`src/rtl/pk_uart_tx.sv`:
```
// pk_uart_tx: byte FIFO feeding an 8N1 UART transmitter on the local RS-485 line.
// Drives the driver-enable/receiver-disable pair with guard bit times around each frame.
module pk_uart_tx #(
  parameter int DEPTH      = 64,
  parameter int BAUD_DIV   = 10,
  parameter int GUARD_PRE  = 2,
  parameter int GUARD_POST = 1
) (
  input  logic                     clk_sys,
  input  logic                     rst_n,
  input  logic [7:0]               pk_data,
  input  logic                     pk_vld,
  input  logic                     pk_frm,
  output logic                     tx,
  output logic                     te,
  output logic                     re,
  output logic                     busy,
  output logic [$clog2(DEPTH):0]   fifo_cnt,
  output logic [7:0]               ovf_cnt,
  input  logic                     ovf_clr
);

  localparam int AW = $clog2(DEPTH);
  localparam int CW = AW + 1;
  localparam logic [CW-1:0] FULL_C      = CW'(DEPTH);
  localparam logic [CW-1:0] CNT_ZERO_C  = CW'(0);
  localparam logic [CW-1:0] CNT_ONE_C   = CW'(1);
  localparam logic [AW-1:0] PTR_ONE_C   = AW'(1);
  localparam logic [15:0]   BAUD_LAST_C = 16'(BAUD_DIV - 1);
  localparam logic [15:0]   PRE_LAST_C  = 16'(GUARD_PRE - 1);
  localparam logic [15:0]   POST_LAST_C = 16'(GUARD_POST - 1);

  typedef enum logic [2:0] {
    ST_IDLE  = 3'd0,
    ST_PRE   = 3'd1,
    ST_START = 3'd2,
    ST_DATA  = 3'd3,
    ST_STOP  = 3'd4,
    ST_HOLD  = 3'd5,
    ST_POST  = 3'd6
  } state_t;

  state_t         state_r;
  logic [15:0]    baud_r;
  logic [15:0]    guard_r;
  logic [2:0]     bit_r;
  logic [7:0]     shift_r;
  logic           tx_r;
  logic           te_r;
  logic [7:0]     mem_r [DEPTH];
  logic [AW-1:0]  wr_ptr_r;
  logic [AW-1:0]  rd_ptr_r;
  logic [CW-1:0]  cnt_r;
  logic [7:0]     ovf_r;

  logic           tick_s;
  logic           empty_s;
  logic           full_s;
  logic           wr_s;
  logic           pop_s;
  logic [7:0]     head_s;

  // Bit-boundary tick, FIFO status and the pop request that starts every character.
  always_comb begin
    tick_s  = (baud_r == BAUD_LAST_C);
    empty_s = (cnt_r == CNT_ZERO_C);
    full_s  = (cnt_r == FULL_C);
    wr_s    = pk_vld & ~full_s;
    head_s  = mem_r[rd_ptr_r];
    pop_s   = 1'b0;
    case (state_r)
      ST_IDLE:                   pop_s = ~empty_s && (GUARD_PRE == 0);
      ST_PRE:                    pop_s = tick_s && (guard_r == PRE_LAST_C);
      ST_STOP, ST_HOLD, ST_POST: pop_s = tick_s && ~empty_s;
      default:                   pop_s = 1'b0;
    endcase
  end

  // FIFO storage; contents need no reset because the pointers gate every read.
  always_ff @(posedge clk_sys) begin
    if (wr_s) begin
      mem_r[wr_ptr_r] <= pk_data;
    end
  end

  // FIFO pointers, occupancy and the saturating overflow counter.
  always_ff @(posedge clk_sys) begin
    if (!rst_n) begin
      wr_ptr_r <= {AW{1'b0}};
      rd_ptr_r <= {AW{1'b0}};
      cnt_r    <= CNT_ZERO_C;
      ovf_r    <= 8'd0;
    end else begin
      if (wr_s) wr_ptr_r <= wr_ptr_r + PTR_ONE_C;
      if (pop_s) rd_ptr_r <= rd_ptr_r + PTR_ONE_C;
      case ({wr_s, pop_s})
        2'b10:   cnt_r <= cnt_r + CNT_ONE_C;
        2'b01:   cnt_r <= cnt_r - CNT_ONE_C;
        default: cnt_r <= cnt_r;
      endcase
      // Full is judged on the registered count, so a same-cycle pop never rescues a write.
      if (ovf_clr) begin
        ovf_r <= 8'd0;
      end else if (pk_vld && full_s && (ovf_r != 8'hFF)) begin
        ovf_r <= ovf_r + 8'd1;
      end
    end
  end

  // Transmit state machine with registered line and enable outputs.
  always_ff @(posedge clk_sys) begin
    if (!rst_n) begin
      state_r <= ST_IDLE;
      baud_r  <= 16'd0;
      guard_r <= 16'd0;
      bit_r   <= 3'd0;
      shift_r <= 8'd0;
      tx_r    <= 1'b1;
      te_r    <= 1'b0;
    end else begin
      baud_r <= (state_r == ST_IDLE || tick_s) ? 16'd0 : baud_r + 16'd1;
      if (pop_s) begin
        state_r <= ST_START;
        shift_r <= head_s;
        tx_r    <= 1'b0;
        te_r    <= 1'b1;
        guard_r <= 16'd0;
        bit_r   <= 3'd0;
      end else begin
        case (state_r)
          ST_IDLE: begin
            tx_r <= 1'b1;
            te_r <= 1'b0;
            if (!empty_s) begin
              state_r <= ST_PRE;
              te_r    <= 1'b1;
              guard_r <= 16'd0;
            end
          end
          ST_PRE: begin
            if (tick_s) guard_r <= guard_r + 16'd1;
          end
          ST_START: begin
            if (tick_s) begin
              state_r <= ST_DATA;
              tx_r    <= shift_r[0];
              bit_r   <= 3'd0;
            end
          end
          ST_DATA: begin
            if (tick_s) begin
              if (bit_r == 3'd7) begin
                state_r <= ST_STOP;
                tx_r    <= 1'b1;
              end else begin
                bit_r   <= bit_r + 3'd1;
                shift_r <= {1'b0, shift_r[7:1]};
                tx_r    <= shift_r[1];
              end
            end
          end
          ST_STOP, ST_HOLD: begin
            // Reaching here at a tick means the FIFO is empty; stay on the line while the frame is open.
            if (tick_s && !(state_r == ST_HOLD && pk_frm)) begin
              if (state_r == ST_STOP && pk_frm) begin
                state_r <= ST_HOLD;
              end else if (GUARD_POST == 0) begin
                state_r <= ST_IDLE;
                te_r    <= 1'b0;
              end else begin
                state_r <= ST_POST;
                guard_r <= 16'd0;
              end
            end
          end
          ST_POST: begin
            if (tick_s) begin
              if (guard_r == POST_LAST_C) begin
                state_r <= ST_IDLE;
                te_r    <= 1'b0;
              end else begin
                guard_r <= guard_r + 16'd1;
              end
            end
          end
          default: begin
            state_r <= ST_IDLE;
            tx_r    <= 1'b1;
            te_r    <= 1'b0;
          end
        endcase
      end
    end
  end

  assign tx       = tx_r;
  assign te       = te_r;
  assign re       = te_r;
  assign busy     = (state_r != ST_IDLE) || !empty_s;
  assign fifo_cnt = cnt_r;
  assign ovf_cnt  = ovf_r;

endmodule

```
`config.mk`:
```
export PLATFORM = sky130hd
export DESIGN_NAME = pk_uart_tx
export DESIGN_NICKNAME = d
export VERILOG_FILES = /design/src/rtl/pk_uart_tx.sv
export SDC_FILE = /design/constraint.sdc
export NUM_CORES = 1
export LEC_CHECK = 0
export ABC_AREA = 1
export BUFFER_PORTS_ARGS = -buffer_cell sky130_fd_sc_hd__buf_4
export CORE_AREA = 2 2 229 231
export DETAILED_ROUTE_END_ITERATION = 10
export DIE_AREA = 0 0 231 233
export PLACE_DENSITY = 0.72
export SLEW_MARGIN = 20
export SYNTH_ARGS = -nofsm -noshare
export SYNTH_HDL_FRONTEND = slang
export SYNTH_SLANG_ARGS = --single-unit
```
`constraint.sdc`:
```
create_clock -name clk_sys -period 2.95 [get_ports clk_sys]
set_clock_uncertainty 0.05 [all_clocks]
set_input_delay 0.1475 -clock clk_sys [delete_from_list [all_inputs] [get_ports clk_sys]]
set_output_delay 0.1475 -clock clk_sys [all_outputs]
set_load 0.05 [all_outputs]
```
## Yosys cells after proc, flatten, opt, wreduce, memory -nomap -nowiden

Memory sizes are Yosys's and may differ from the RTL's. A register that Yosys moved wholly into a read port is not among the register bits.
Cells that the tools add are included.

| cells by class | value |
|---|---|
| add/subtract/negate cells | 8 |
| equality and inequality tests | 35 |
| multiplexer cells | 41 |
| bitwise operators | 5 |
| reductions and logical operators | 34 |

Operators by type and width:

| operator | number |
|---|---|
| $mux W16 | 6 |
| $pmux W16 S4 | 1 |
| $add A16 B1 Y16 const B | 2 |
| $mux W8 | 4 |
| $mux W3 | 10 |
| $ne A2 B2 Y1 const B | 13 |
| $ne A3 B3 Y1 const B | 7 |
| $pmux W3 S6 | 1 |
| $eq A16 B1 Y1 const B | 1 |
| $eq A16 B4 Y1 const B | 1 |
| $logic_not A16 Y1 | 1 |
| $reduce_and A8 Y1 | 2 |
| $pmux W7 S2 | 1 |
| $add A6 B1 Y6 const B | 2 |
| $eq A3 B3 Y1 const B | 4 |
| $mux W6 | 2 |
| $mux W1 | 10 |
| $reduce_and A3 Y1 | 3 |
| $add A8 B1 Y8 const B | 1 |
| $ne A8 B8 Y1 const B | 1 |
| $reduce_bool A2 Y1 | 4 |
| $reduce_or A2 Y1 | 4 |
| $add A7 B1 Y7 const B | 1 |
| $eq A7 B7 Y1 const B | 1 |
| other kinds (25) | 40 |

| storage, ports and cells | value |
|---|---|
| flip-flop bits (word level) | 75 |
| bits in writable memories | 512 |
| input bits | 13 |
| memories kept | 1 |

Memory list:

| name | words | width | rd ports | clocked after Yosys merged registers in | wr ports | line | text |
|---|---|---|---|---|---|---|---|
| mem_r | 64 | 8 | 1 | 1 | 1 | 50 | `logic [7:0] mem_r [DEPTH];` |

## Depth between registers and ports, before layout

Gate-level depths: netlist of run 1.

| logic depth | value |
|---|---|
| word-level depth | 7 |
| mapped depth | 24 |
| gate-level depth less buffers | 23 |

## Worst setup path after synthesis of run 1

No wires, ideal clock.

| timing path | value |
|---|---|
| path type | register -> register |
| from | reg cnt_r[4] (netlist: fifo_cnt[4]) |
| to | reg cnt_r[6] (netlist: fifo_cnt[6]) |
| library setup time | 0.132 ns |
| arrival | 2.803 ns |
| data required time | 2.768 ns |
| slack | -0.036 ns |
| stages on the path, launching flop included | 24 |
| buffers on the path | 1 |
| clock period less this slack | 2.986 ns |
| path through | dfxtp_1 -> or2_4 -> nor2_2 -> nand2_2 -> nor2_1 -> nor2_1 -> nand3_4 -> inv_2 -> ha_1 -> buf_2 -> xor2_1 -> ha_1 -> a21oi_1 -> inv_1 -> nand3_1 -> nand2_1 -> nand2_1 -> inv_1 -> nand2_1 -> nand2_1 -> nand2_1 -> nand2_1 -> nand2_1 -> a21oi_1 |

| between the ends | value |
|---|---|
| longest elaborated chain between the ends | 6 |
| elaborated cells on any way between the ends | 13 |

RTL lines:

| what | line | text |
|---|---|---|
| start: declaration | 53 | `logic [CW-1:0] cnt_r;` |
| start signal: assignment | 97 | `2'b10: cnt_r <= cnt_r + CNT_ONE_C;` |
| start signal: assignment | 98 | `2'b01: cnt_r <= cnt_r - CNT_ONE_C;` |
| start signal: assignment | 99 | `default: cnt_r <= cnt_r;` |
| $logic_not A7 Y1 | 66 | `empty_s = (cnt_r == CNT_ZERO_C);` |
| $not A1 Y1 | 74 | `ST_STOP, ST_HOLD, ST_POST: pop_s = tick_s && ~empty_s;` |
| $logic_and A1 B1 Y1 | 74 |  |
| $pmux W1 S2 | 71 | `case (state_r)` |
| $eq A2 B1 Y1 or $eq A2 B2 Y1 (tied branches) | 96 | `case ({wr_s, pop_s})` |
| $pmux W7 S2 or $reduce_bool A2 Y1 (tied branches) | n/a |  |

Several ways; a longest one is shown, not always the timed one.
A chain may end at the register's enable or synchronous reset.

## Final worst setup path of run 1

| timing path | value |
|---|---|
| from | reg cnt_r[3] (netlist: fifo_cnt[3]) |
| to | reg ovf_r[3] (netlist: ovf_cnt[3]) |

| between the ends | value |
|---|---|
| longest elaborated chain between the ends | 3 |

RTL lines:

| what | line | text |
|---|---|---|
| $eq A7 B7 Y1 | 67 | `full_s = (cnt_r == FULL_C);` |
| $logic_and A1 B1 Y1 (2 in series) | 104 | `end else if (pk_vld && full_s && (ovf_r != 8'hFF)) begin` |
| end signal: assignment | 105 | `ovf_r <= ovf_r + 8'd1;` |
| end: declaration | 54 | `logic [7:0] ovf_r;` |

Every way passes these cells.

==> impl_summary.md, run 1 <==
Worst setup path
The data arrival time of the critical path is 3.17 ns. Along the worst path, the maximum fanout reaches 4. The worst setup path is launched from a register. The worst setup path is of the reg -> reg kind. The worst setup path is captured at a register. For the worst setup path, the data required time is 3.40 ns.

Pwr
In this run the power density over the cells is 634.2 nW/um^2. Summed over all cells, the static leakage comes to 10.61 nW. Across the VDD grid, the largest voltage drop is 0.0005478 V. Overall power consumption after layout is estimated at 18.42 mW.

GRT
The number of global-route vias before repair is 17484. For this run, the total global-route usage over all layers was measured as 23.04%. The number of antenna violations at the first check in global routing came to 0. The total congestion overflow after global routing is 0.

The first global-routing pass estimated 96180 microns of wire. The largest net degree at the start of global routing is 101.

Floorplanning
The effective utilization at floorplan is 49.85%. The die is 231 microns wide. The placeable core region is 51090 sq um.

The top-level port count is 32. The floorplan has 83 rows. The die footprint is 53820 sq um.

The floorplan step set the die height to 233 microns.

Yosys
The number of enable-type register cells in the synthesized netlist is 512. The most area-hungry cell type in the Yosys netlist is edfxtp_1. The sequential cell area fraction in the yosys report is 66.74%.

The area fraction of the dominant cell type after synthesis is 60.37%. Counting flops and latches in the post-synthesis netlist gives 593. Counting distinct cell types in the post-synthesis netlist gives 45.

After synthesis, the cell types taking the most area are edfxtp_1 60%, nand2_1 11%, nand3_1 9.4%, dfxtp_1 6.4%, nor2_1 2.6%. The fraction of registers with async set or reset after synthesis is 0%. The cell count after synthesis came out at 2448. The average instance in the mapped netlist occupies 10.40 sq um. Counting every net in the synthesized netlist gives 2474. The most used flip-flop cell after synthesis is edfxtp_1. The cell area after synthesis is 25470 sq um.

Yosys printed 0 warnings.

Detailed routing
The first detailed-routing pass ran for 6 iterations. The count of nets left with antenna violations once routing finished came out at 0. The routed layout has 17994 vias.

The starting DRC count in detailed routing is 1989. The total detailed-routing wirelength is 61500 microns. The post-detailed-route via-to-cell ratio is 5.525.

In the final routed layout, each cell accounts on average for 18.88 microns. The remaining design rule violation count is 0.

STA
Headroom to the max-slew limit came out at 41.31%. Final hold analysis gives a worst-case slack of 0.1016 ns. The fmax is 367.1 MHz. The final hold violation count is 0. Subtracting the final worst setup slack from the clock period gives 2.724 ns.

The setup-violating endpoint count in the final report is 0. The transition at the pin with the smallest max-transition slack is 0.8794 ns. The final cycle utilization of the critical path is 92.34%. The number of pins exceeding their max-slew limit in the final report is 0. The minimum setup slack in the final design is 0.2259 ns.

Layout
The total inserted antenna cells is 0. In the layout the commonest cells are 716 x nand2_1, 512 x edfxtp_1, 480 x nand3_1. The synthesis-to-finish area growth is 14.03%.

Leaving out fill and tap cells, the most frequent cell in the layout is nand2_1. In the final layout, the share of cells above drive strength 1 is 12.18%. The number of nets in the layout is 2553.

Clock tree
Clock tree synthesis inserted a total of 59 buffers. The buffer type at the clock tree root is clkbuf_16. Counting along the longest clock path gives a buffer depth of 3.

TritonCTS built the clock tree. The clock tree synthesis step divided the H-tree into 2 levels. After clock tree synthesis, the clock-pin slew on the worst setup and hold paths is 0.06 ns. For this design, the sink count on the clock tree is 593. The clock latency reported for the late side of the worst-skew pair is 0.61 ns.

Place
The HPWL after detailed placement is 36720 microns. Input and output buffers added on the ports amount to 31. Timing analysis after detailed placement gives a worst setup slack of 0.1194 ns. The congestion estimate from routability-driven global placement came to 0.8881.

Status
The run finished with clean final reports.

Flow run
The max capacitance violation total is 0.

Worst hold path
The worst min-delay path category is in -> reg.
-- synthesized netlist by cell type (5+ instances only) --
master / count
nor3_1: 21
ha_1: 13
o21ai_1: 12
nand2_1: 717
xor2_1: 15
o21ai_0: 36
inv_2: 20
clkbuf_1: 28
a21oi_2: 11
edfxtp_1: 512
buf_1: 25
buf_2: 58
buf_4: 11
nor2_1: 176
nor3b_1: 6
xnor2_1: 5
dfxtp_1: 81
nand3_1: 480
a21oi_1: 50
nand4_1: 17
inv_1: 97
nand2_2: 13
-- logic make-up (layout without fill, tap and decap cells) --
group | Yosys count | in the layout | synth area share (%)
buffers and inverters | 245 | 374 | 4.250
xor gates and xnor gates | 20 | 20 | 0.6878
AOI/OAI and AO/OA | 120 | 120 | 2.687
adders and majority gates | 13 | 13 | 0.6387
and+or+nand+nor | 1457 | 1457 | 25.00
DFF | 593 | 593 | 66.74
-- final timing paths --
path / from / endpoint / slack [ns] / depth (start not counted)
max: fifo_cnt[3] / ovf_cnt[3] / 0.23 / 8
min: pk_data[7] / mem_r[61][7] / 0.10 / 1
max reg2reg: fifo_cnt[3] / ovf_cnt[3] / 0.23 / 8
min reg2reg: baud_r[0] / baud_r[0] / 0.39 / 1
-- stage by stage --
| step | setup TNS (ns) | util [%] | std cells | instance area, sq um |
|---|---|---|---|---|
| global placement | 0 | 52.58 | 3139 | 26870 |
| floorplan | 0 | - | 2448 | 25470 |
| detailed placement | 0 | 52.58 | 3139 | 26870 |
| CTS | 0 | 56.74 | 3256 | 28990 |
| finish | 0 | 56.84 | 3257 | 29040 |
| global route | -0.02084 | 56.84 | 3257 | 29040 |
-- routing by layer --
metal	up-vias	share of wire [%]	track usage [%]
li1	8560	-	-
met1	8567	41	29.98
met2	731	48	39.05
met3	136	7.1	3.223
met4	0	3.8	9.335
met5	-	0	0
-- state kept, by name (all words and copies together), names as in the netlist, named ones only --
name      flops
re            1
guard_r      16
fifo_cnt      7
shift_r       8
bit_r         3
state_r       3
mem_r       512
rd_ptr_r      6
ovf_cnt       8
tx            1
wr_ptr_r      6
baud_r       16
-- repair_timing --
action | in CTS | in global routing
hold endpoints to repair | 31 | 0
hold buffers | 6 | 0
setup buffers | 0 | 1
endpoints found under the setup margin | 0 | 4
resized for setup | 0 | 11
-- power by group --
group / switching [mW] / internal [mW]
combinational: 0.940 / 0.330
clock: 3.10 / 4.81
sequential: 0.0609 / 9.17
total: 4.10 / 14.3
-- worst max-delay path: stages (launching register included) --
cell and delay [ns]:
dfxtp_2 0.34, inv_1 0.10, nand4_2 0.19, nor3_1 0.30, nand4_1 0.21, o21ai_0 0.23, dlygate4sd3_1 0.60, a21oi_1 0.04
dlygate4sd3_1 0.55
-- cell type report --
| type | count | area, sq um |
|---|---|---|
| Timing Repair Buffer | 145 | 1229 |
| Fill cell | 4182 | 22050 |
| Sequential cell | 593 | 17010 |
| Clock buffer | 76 | 1614 |
| Tap cell | 680 | 850.8 |
| Inverter | 118 | 455.4 |
| Clock inverter | 35 | 451.7 |
| Multi-Input combinational cell | 1610 | 7427 |
Power figures use the tool's default switching activity.
==> run 2, diff against run 1 <==
Settings changed: CTS_BUF_LIST set to sky130_fd_sc_hd__clkbuf_8 sky130_fd_sc_hd__clkbuf_16.
==> impl_summary.md, run 2 (same netlist as run 1, synthesis figures left out) <==
Clock tree
TritonCTS built the clock tree. The clock latency reported for the late side of the worst-skew pair is 0.61 ns. No sink is reached through more buffers than the 3 on the longest clock path. The clock net in this run drives a total of 593 sinks.

Clock tree synthesis selected as its root buffer the cell clkbuf_16. In this run the number of H-tree levels came out at 2. The clock-pin transition on the worst setup and hold timing paths is 0.06 ns. The total clock buffers created by CTS is 59.

Layout
The fraction of final layout cells sized beyond drive strength 1 is 12.18%. In the final design database the tool counted 2553 nets. The largest registers in the layout are mem_r: 512 flops, baud_r: 16 flops, guard_r: 16 flops. After filler insertion, the fill cell instance count of the layout stands at 4182. The register with the most flip-flops in the layout has 512 of them. The register name with the most flops is mem_r.

The synthesis-to-finish area growth is 14.03%. The repair_antennas step left the layout with diodes totalling 0. The multi-input combinational cells in the finished layout cover a total of 7427 sq um.

Summing all flip-flop and latch instances after layout gives 17010 sq um. The library cells used most frequently in the layout, excluding fill and tap cells, are 716 x nand2_1, 512 x edfxtp_1, 480 x nand3_1. Leaving out fill and tap cells, the most frequent cell in the layout is nand2_1.

Flow run
Across the run, the number of max-cap violations was 0.

STA
The transition at the pin with the smallest max-transition slack is 0.8981 ns. The setup-violating endpoint count in the final report is 0. After layout, the minimum clock period comes to 2.722 ns. After layout, the worst path uses 92.28% of the clock period. The number of pins exceeding their max-slew limit in the final report is 0. Setup slack closes at 0.2277 ns. The final hold violation count is 0.

In this run the tightest slew margin relative to its limit is 40.06%. The fmax is 367.3 MHz. The hold slack is 0.1035 ns.

Detailed routing
After detailed routing, the number of remaining DRC violations is 0. In the final routed layout, each cell accounts on average for 18.92 microns. The starting DRC count in detailed routing is 1973.

The via total after detailed routing is 18068. In the routed layout, each cell is associated on average with a via count of 5.547. The first-pass iteration count of the detailed router is 6. The total detailed-routing wirelength is 61610 microns. The antenna violation net count after detailed routing is 0.

Floorplanning
The floorplan step set the die height to 233 microns. Measured along the x axis, the die boundary spans 231 microns. The floorplan step defined a die boundary enclosing 53820 sq um. The top-level port count is 32. The row count is 83. The initial utilization of the core area, before any placement, comes to 49.85%.

After floorplanning, the core was sized to cover 51090 sq um.

Worst setup path
The worst setup path is launched from a register. The required time at the worst-slack endpoint is 3.40 ns. The count of buffer and inverter cells on the critical path is 3. Data on the critical path arrives at its endpoint at 3.18 ns. The critical path in this run is classified as reg -> reg.

The dominant delay contributor by cell family on the critical path is buffers and inverters. The signal on the critical path passes through inv_1 > nand4_2 > nor3_1 > nand4_1 > o21ai_0 > dlygate4sd3_1 > a21oi_1 > dlygate4sd3_1. On the worst path, the slowest cell contributes a delay of 0.60 ns. The largest fanout on the critical path is 4. The worst-path cell with the longest stage delay is dlygate4sd3_1. Among the stages of the critical path, the cell type that occurs most often is dlygate4sd3_1.

The nature of the critical path endpoint is a register.

Pwr
Overall power consumption after layout is estimated at 18.37 mW. Power spread over the standard cell area amounts to 632.7 nW/um^2. The peak supply drop is 0.0005481 V. The cell leakage power is 10.66 nW.

Place
Routability-driven placement finished with a final weighted congestion of 0.8881. The post-place setup slack is 0.1194 ns. The HPWL after detailed placement is 36720 microns.

The count of input and output buffers is 31.

Status
The run finished with clean final reports.

GRT
The largest net degree at the start of global routing is 101. The first global-routing pass estimated 96170 microns of wire. The number of antenna violations at the first check in global routing is 0. The total overflow left after global routing is 0.

Across every metal layer, demand over resource in global routing totals 23.04%. The number of global-route vias before repair was 17482.

Worst hold path
The worst min-delay path category is in -> reg.
-- run 2: cell count changes in the layout (fill, tap and decap cells not counted), sizes merged --
cell / before / now
clkbuf: 76 / 63
inv: 119 / 132
-- run 2: timing repair --
item                                    4_1_cts  5_1_grt
setup buffers                                 0        1
endpoints found under the setup margin        0        4
resized for setup                             0       11
endpoints found under the hold margin        31        0
hold buffers                                  6        0
-- run 2: routing by layer --
| layer | share of wire, % | global-route usage, % |
|---|---|---|
| met2 | 49 | 39.05 |
| met4 | 3.5 | 9.335 |
| met5 | 0 | 0 |
| met1 | 40 | 29.98 |
| met3 | 7.1 | 3.223 |
-- run 2: final timing paths --
check                       to  slack, ns   startpoint  cells past startpoint
hold / removal    mem_r[55][7]       0.10   pk_data[7]                      1
setup reg to reg    ovf_cnt[3]       0.23  fifo_cnt[3]                      8
setup / recovery    ovf_cnt[3]       0.23  fifo_cnt[3]                      8
hold reg to reg      baud_r[0]       0.39    baud_r[0]                      1
-- run 2: power by group --
group	leakage, nW	internal [mW]	total (mW)	switching [mW]
clock	1.06	4.77	7.87	3.11
sequential	5.27	9.17	9.23	0.0609
combinational	4.34	0.330	1.27	0.939
-- run 2: cell type report --
class                   instances  area share, %
flip-flops and latches        593          58.58
repair buffers                145          4.231
well taps                     680          2.930
clock buffers                  63          5.390
multi-input cells            1610          25.58
clock inverters                48          1.723
inverters                     118          1.568
-- run 2: through the flow --
stage          utilization [%]  instances  cell area [sq um]  setup TNS [ns]
3_3_place_gp             52.58       3139              26870               0
4_1_cts                  56.74       3256              28990               0
6_report                 56.84       3257              29040               0
5_1_grt                  56.84       3257              29040        -0.02084
2_1_floorplan                -       2448              25470               0
3_5_place_dp             52.58       3139              26870               0
==> run 3, diff against run 2 <==
Settings changed: ABC_AREA 1 to not set, CORE_AREA 2 2 229 231 to 2 2 224 226, DIE_AREA 0 0 231 233 to 0 0 226 228.
==> impl_summary.md, run 3 <==
Yosys
The total of flip-flops plus latches after synthesis is 593. The synthesized netlist net count is 1521. Averaged over all synthesized cells, the footprint is 16.23 sq um. The commonest cells after synthesis are 512 x edfxtp_1, 144 x nor2_1, 106 x mux4_2, 81 x dfxtp_1, 60 x nand2_1. The share of the Yosys chip area taken by registers is 70.06%.

After synthesis, the largest area contributor takes up 63.38% of total cell area. By area the synthesized netlist is led by edfxtp_1 63%, mux4_2 9.8%, dfxtp_1 6.7%, nor2_1 2.2%, mux2i_1 1.9%. In this run, synthesis inferred 512 flip-flops with an integrated enable.

In the post-synthesis netlist, the cell with the most instances is edfxtp_1. edfxtp_1 takes more of the synthesized area than any other cell. Yosys printed 0 warnings. Among all flip-flop cells after synthesis, the most frequent one is edfxtp_1. The netlist uses 74 different library cells. The cell area after synthesis is 24260 sq um. In the synthesized netlist, the number of instances is 1495.

The fraction of registers with async set or reset after synthesis is 0%.

Clock tree
Clock latency on the worst-skew pair, taken at its later pin, is 0.63 ns. The clock tree buffer depth is 3. The H-tree depth is 2.

CTS saw 593 sinks. The clock-pin transition on the worst setup and hold timing paths is 0.06 ns. The buffer type at the clock tree root is clkbuf_16. TritonCTS built the clock tree.

The total clock buffers created by CTS is 59.

Floorplanning
The die boundary width is 226 microns. The placeable core region is 49350 sq um. The die footprint is 51530 sq um.

The y dimension of the die is 228 microns. The effective utilization at floorplan is 49.16%. In this run the core area contains 82 standard-cell rows. The top-level port count is 32.

STA
The final hold violation count is 0. The minimum setup slack in the final design is -0.01134 ns. Setup violations remaining at the end of the flow were counted as 1.

At the pin with the least slew margin, the transition time is 0.8383 ns. For this run, the top clock speed supported by timing is 337.7 MHz. The final cycle utilization of the critical path is 100.4%.

Setup repair after global routing could not meet its margin everywhere. The minimum clock period after layout is 2.961 ns. The number of pins exceeding their max-slew limit in the final report was 0. The hold slack is 0.05408 ns. Measured against its own limit, the worst slew margin works out to 43.60%.

Detailed routing
In this run, the number of DRC markers left after iteration 0 of detailed routing was 1445. The antenna violation net count after detailed routing is 0. The first detailed-routing pass ran for 5 iterations. After detailed routing, the number of remaining DRC violations is 0. The post-detailed-route via-to-cell ratio is 5.894.

The total detailed-routing wirelength is 53170 microns. The final route contains 13897 vias. In the final routed layout, each cell accounts on average for 22.55 microns.

Place
The count of input and output buffers is 31. The congestion estimate from routability-driven global placement came to 0.8870. After detailed placement, the total cell area comes to 26020 sq um. The HPWL after detailed placement is 33600 microns.

GRT
The total overflow left after global routing is 0. The global-route wire length before repair is 81410 microns. Entering global routing, the biggest net connects 65 pins. The global routing usage summed across all routing layers is 20.96%. The number of global-route vias before repair came to 13760. The number of antenna violations at the first check in global routing is 1.

Pwr
For this design the static power due to leakage is 8.981 nW. IR analysis of the VDD net gives a maximum drop of 0.0004632 V. In this run the power density over the cells is 624.1 nW/um^2.

Flow run
Across the run, the number of max-cap violations was 0.

Worst setup path
The kind of critical path is reg -> reg. The required time at the worst-slack endpoint is 3.42 ns. The type of element launching the critical path is a register. The largest incremental delay on the critical path is 0.33 ns. STA classifies the critical path endpoint as a register. The worst-path cell with the longest stage delay is dfxtp_2.

The number of buffers and inverters on the critical path is 1. Traced cell by cell, the critical path runs through nor4_4 > a31oi_1 > a31oi_1 > nand2b_4 > inv_4 > ha_4 > xor2_1 > ha_2 > a21oi_4 > o21ai_2 > a221oi_2 > xor2_1 > or3_1 > a21oi_1. Along the worst path, the maximum fanout reaches 3.

The dominant delay contributor by cell family on the critical path is compound AO/OA/AOI/OAI gates. The data arrival time of the critical path is 3.43 ns.

Layout
The most common cell after layout, fill and taps aside is edfxtp_1. Summing all flip-flop and latch instances after layout gives 17020 sq um. The top cell types in the final layout, fill and taps aside, are 512 x edfxtp_1, 152 x buf_4, 144 x nor2_1. The utilization of the core after routing is 57.10%. In the final layout, the share of cells above drive strength 1 is 24.32%. The register name with the most flops is mem_r. The area of the multi-input gates is 6867 sq um. The flip-flop count of the largest register, all copies and words added is 512. The area of all placed cells without fillers is 28180 sq um. The largest registers in the layout are mem_r: 512 flops, baud_r: 16 flops, guard_r: 16 flops.

The synthesis-to-finish area growth is 16.16%. The total of fill cells in the finished design is 3716. The total inserted antenna cells is 0. The number of nets in the layout is 1664.

Worst hold path
The path class of the tightest hold or removal check is in -> reg.

Status
The checks that failed: negative setup slack. The flow ran to the end, but the final reports show violations.
-- run 3: metal layers --
| metal | global-route usage, % | wire, microns | vias up |
|---|---|---|---|
| li1 | - | - | 6221 |
| met1 | 30.46 | 22230 | 6930 |
| met2 | 31.84 | 24680 | 630 |
| met3 | 3.774 | 4642 | 116 |
| met4 | 7.802 | 1612 | 0 |
| met5 | 0 | 0 | - |
-- run 3: layout make-up --
| class | count | share of cell area (%) |
|---|---|---|
| Clock buffer | 59 | 5.239 |
| Clock inverter | 50 | 2.034 |
| Inverter | 19 | 0.2620 |
| Multi-Input combinational cell | 802 | 24.37 |
| Sequential cell | 593 | 60.39 |
| Tap cell | 672 | 2.984 |
| Timing Repair Buffer | 163 | 4.724 |
-- run 3: repair_timing --
action / 4_1_cts / 5_1_grt
hold endpoints to repair: 15 / 0
setup endpoints to repair: 2 / 4
hold buffers: 3 / 0
resized for setup: 4 / 8
pin swaps: 3 / 4
buffers inserted: 1 / 2
-- run 3: stage by stage --
stage | total power, mW | setup slack (ns) | setup TNS (ns) | instances
3_5_place_dp | 9.916 | -0.1225 | -0.1342 | 2243
4_1_cts | 17.70 | 0.007057 | 0 | 2356
5_1_grt | 18.04 | -0.1857 | -0.3150 | 2358
3_3_place_gp | 9.893 | -0.05218 | -0.05218 | 2243
2_1_floorplan | 9.649 | -0.2931 | -0.5088 | 1495
6_report | 17.59 | -0.01134 | -0.01134 | 2358
-- run 3: cell families (layout without fill, tap and decap cells) --
kind of cell / count (synthesis) / in the layout / synth area share, %
xor gates and xnor gates: 30 / 30 / 1.083
DFF: 593 / 593 / 70.06
and+or+nand+nor: 385 / 385 / 7.995
buffers and inverters: 100 / 291 / 2.017
muxes: 165 / 165 / 12.35
AOI/OAI and AO/OA: 209 / 209 / 5.823
adders and majority gates: 13 / 13 / 0.6705
-- run 3: final timing paths --
kind	start	endpoint	slack [ns]	cells after the start
setup reg to reg	fifo_cnt[2]	fifo_cnt[4]	-0.01	14
hold / removal	pk_data[4]	mem_r[7][4]	0.05	1
hold reg to reg	bit_r[1]	bit_r[1]	0.43	2
setup / recovery	fifo_cnt[2]	fifo_cnt[4]	-0.01	14
-- run 3: where the power goes --
group          switching, mW  internal [mW]
sequential            0.0238           9.14
combinational          0.424          0.163
clock                   3.14           4.70
total                   3.59           14.0
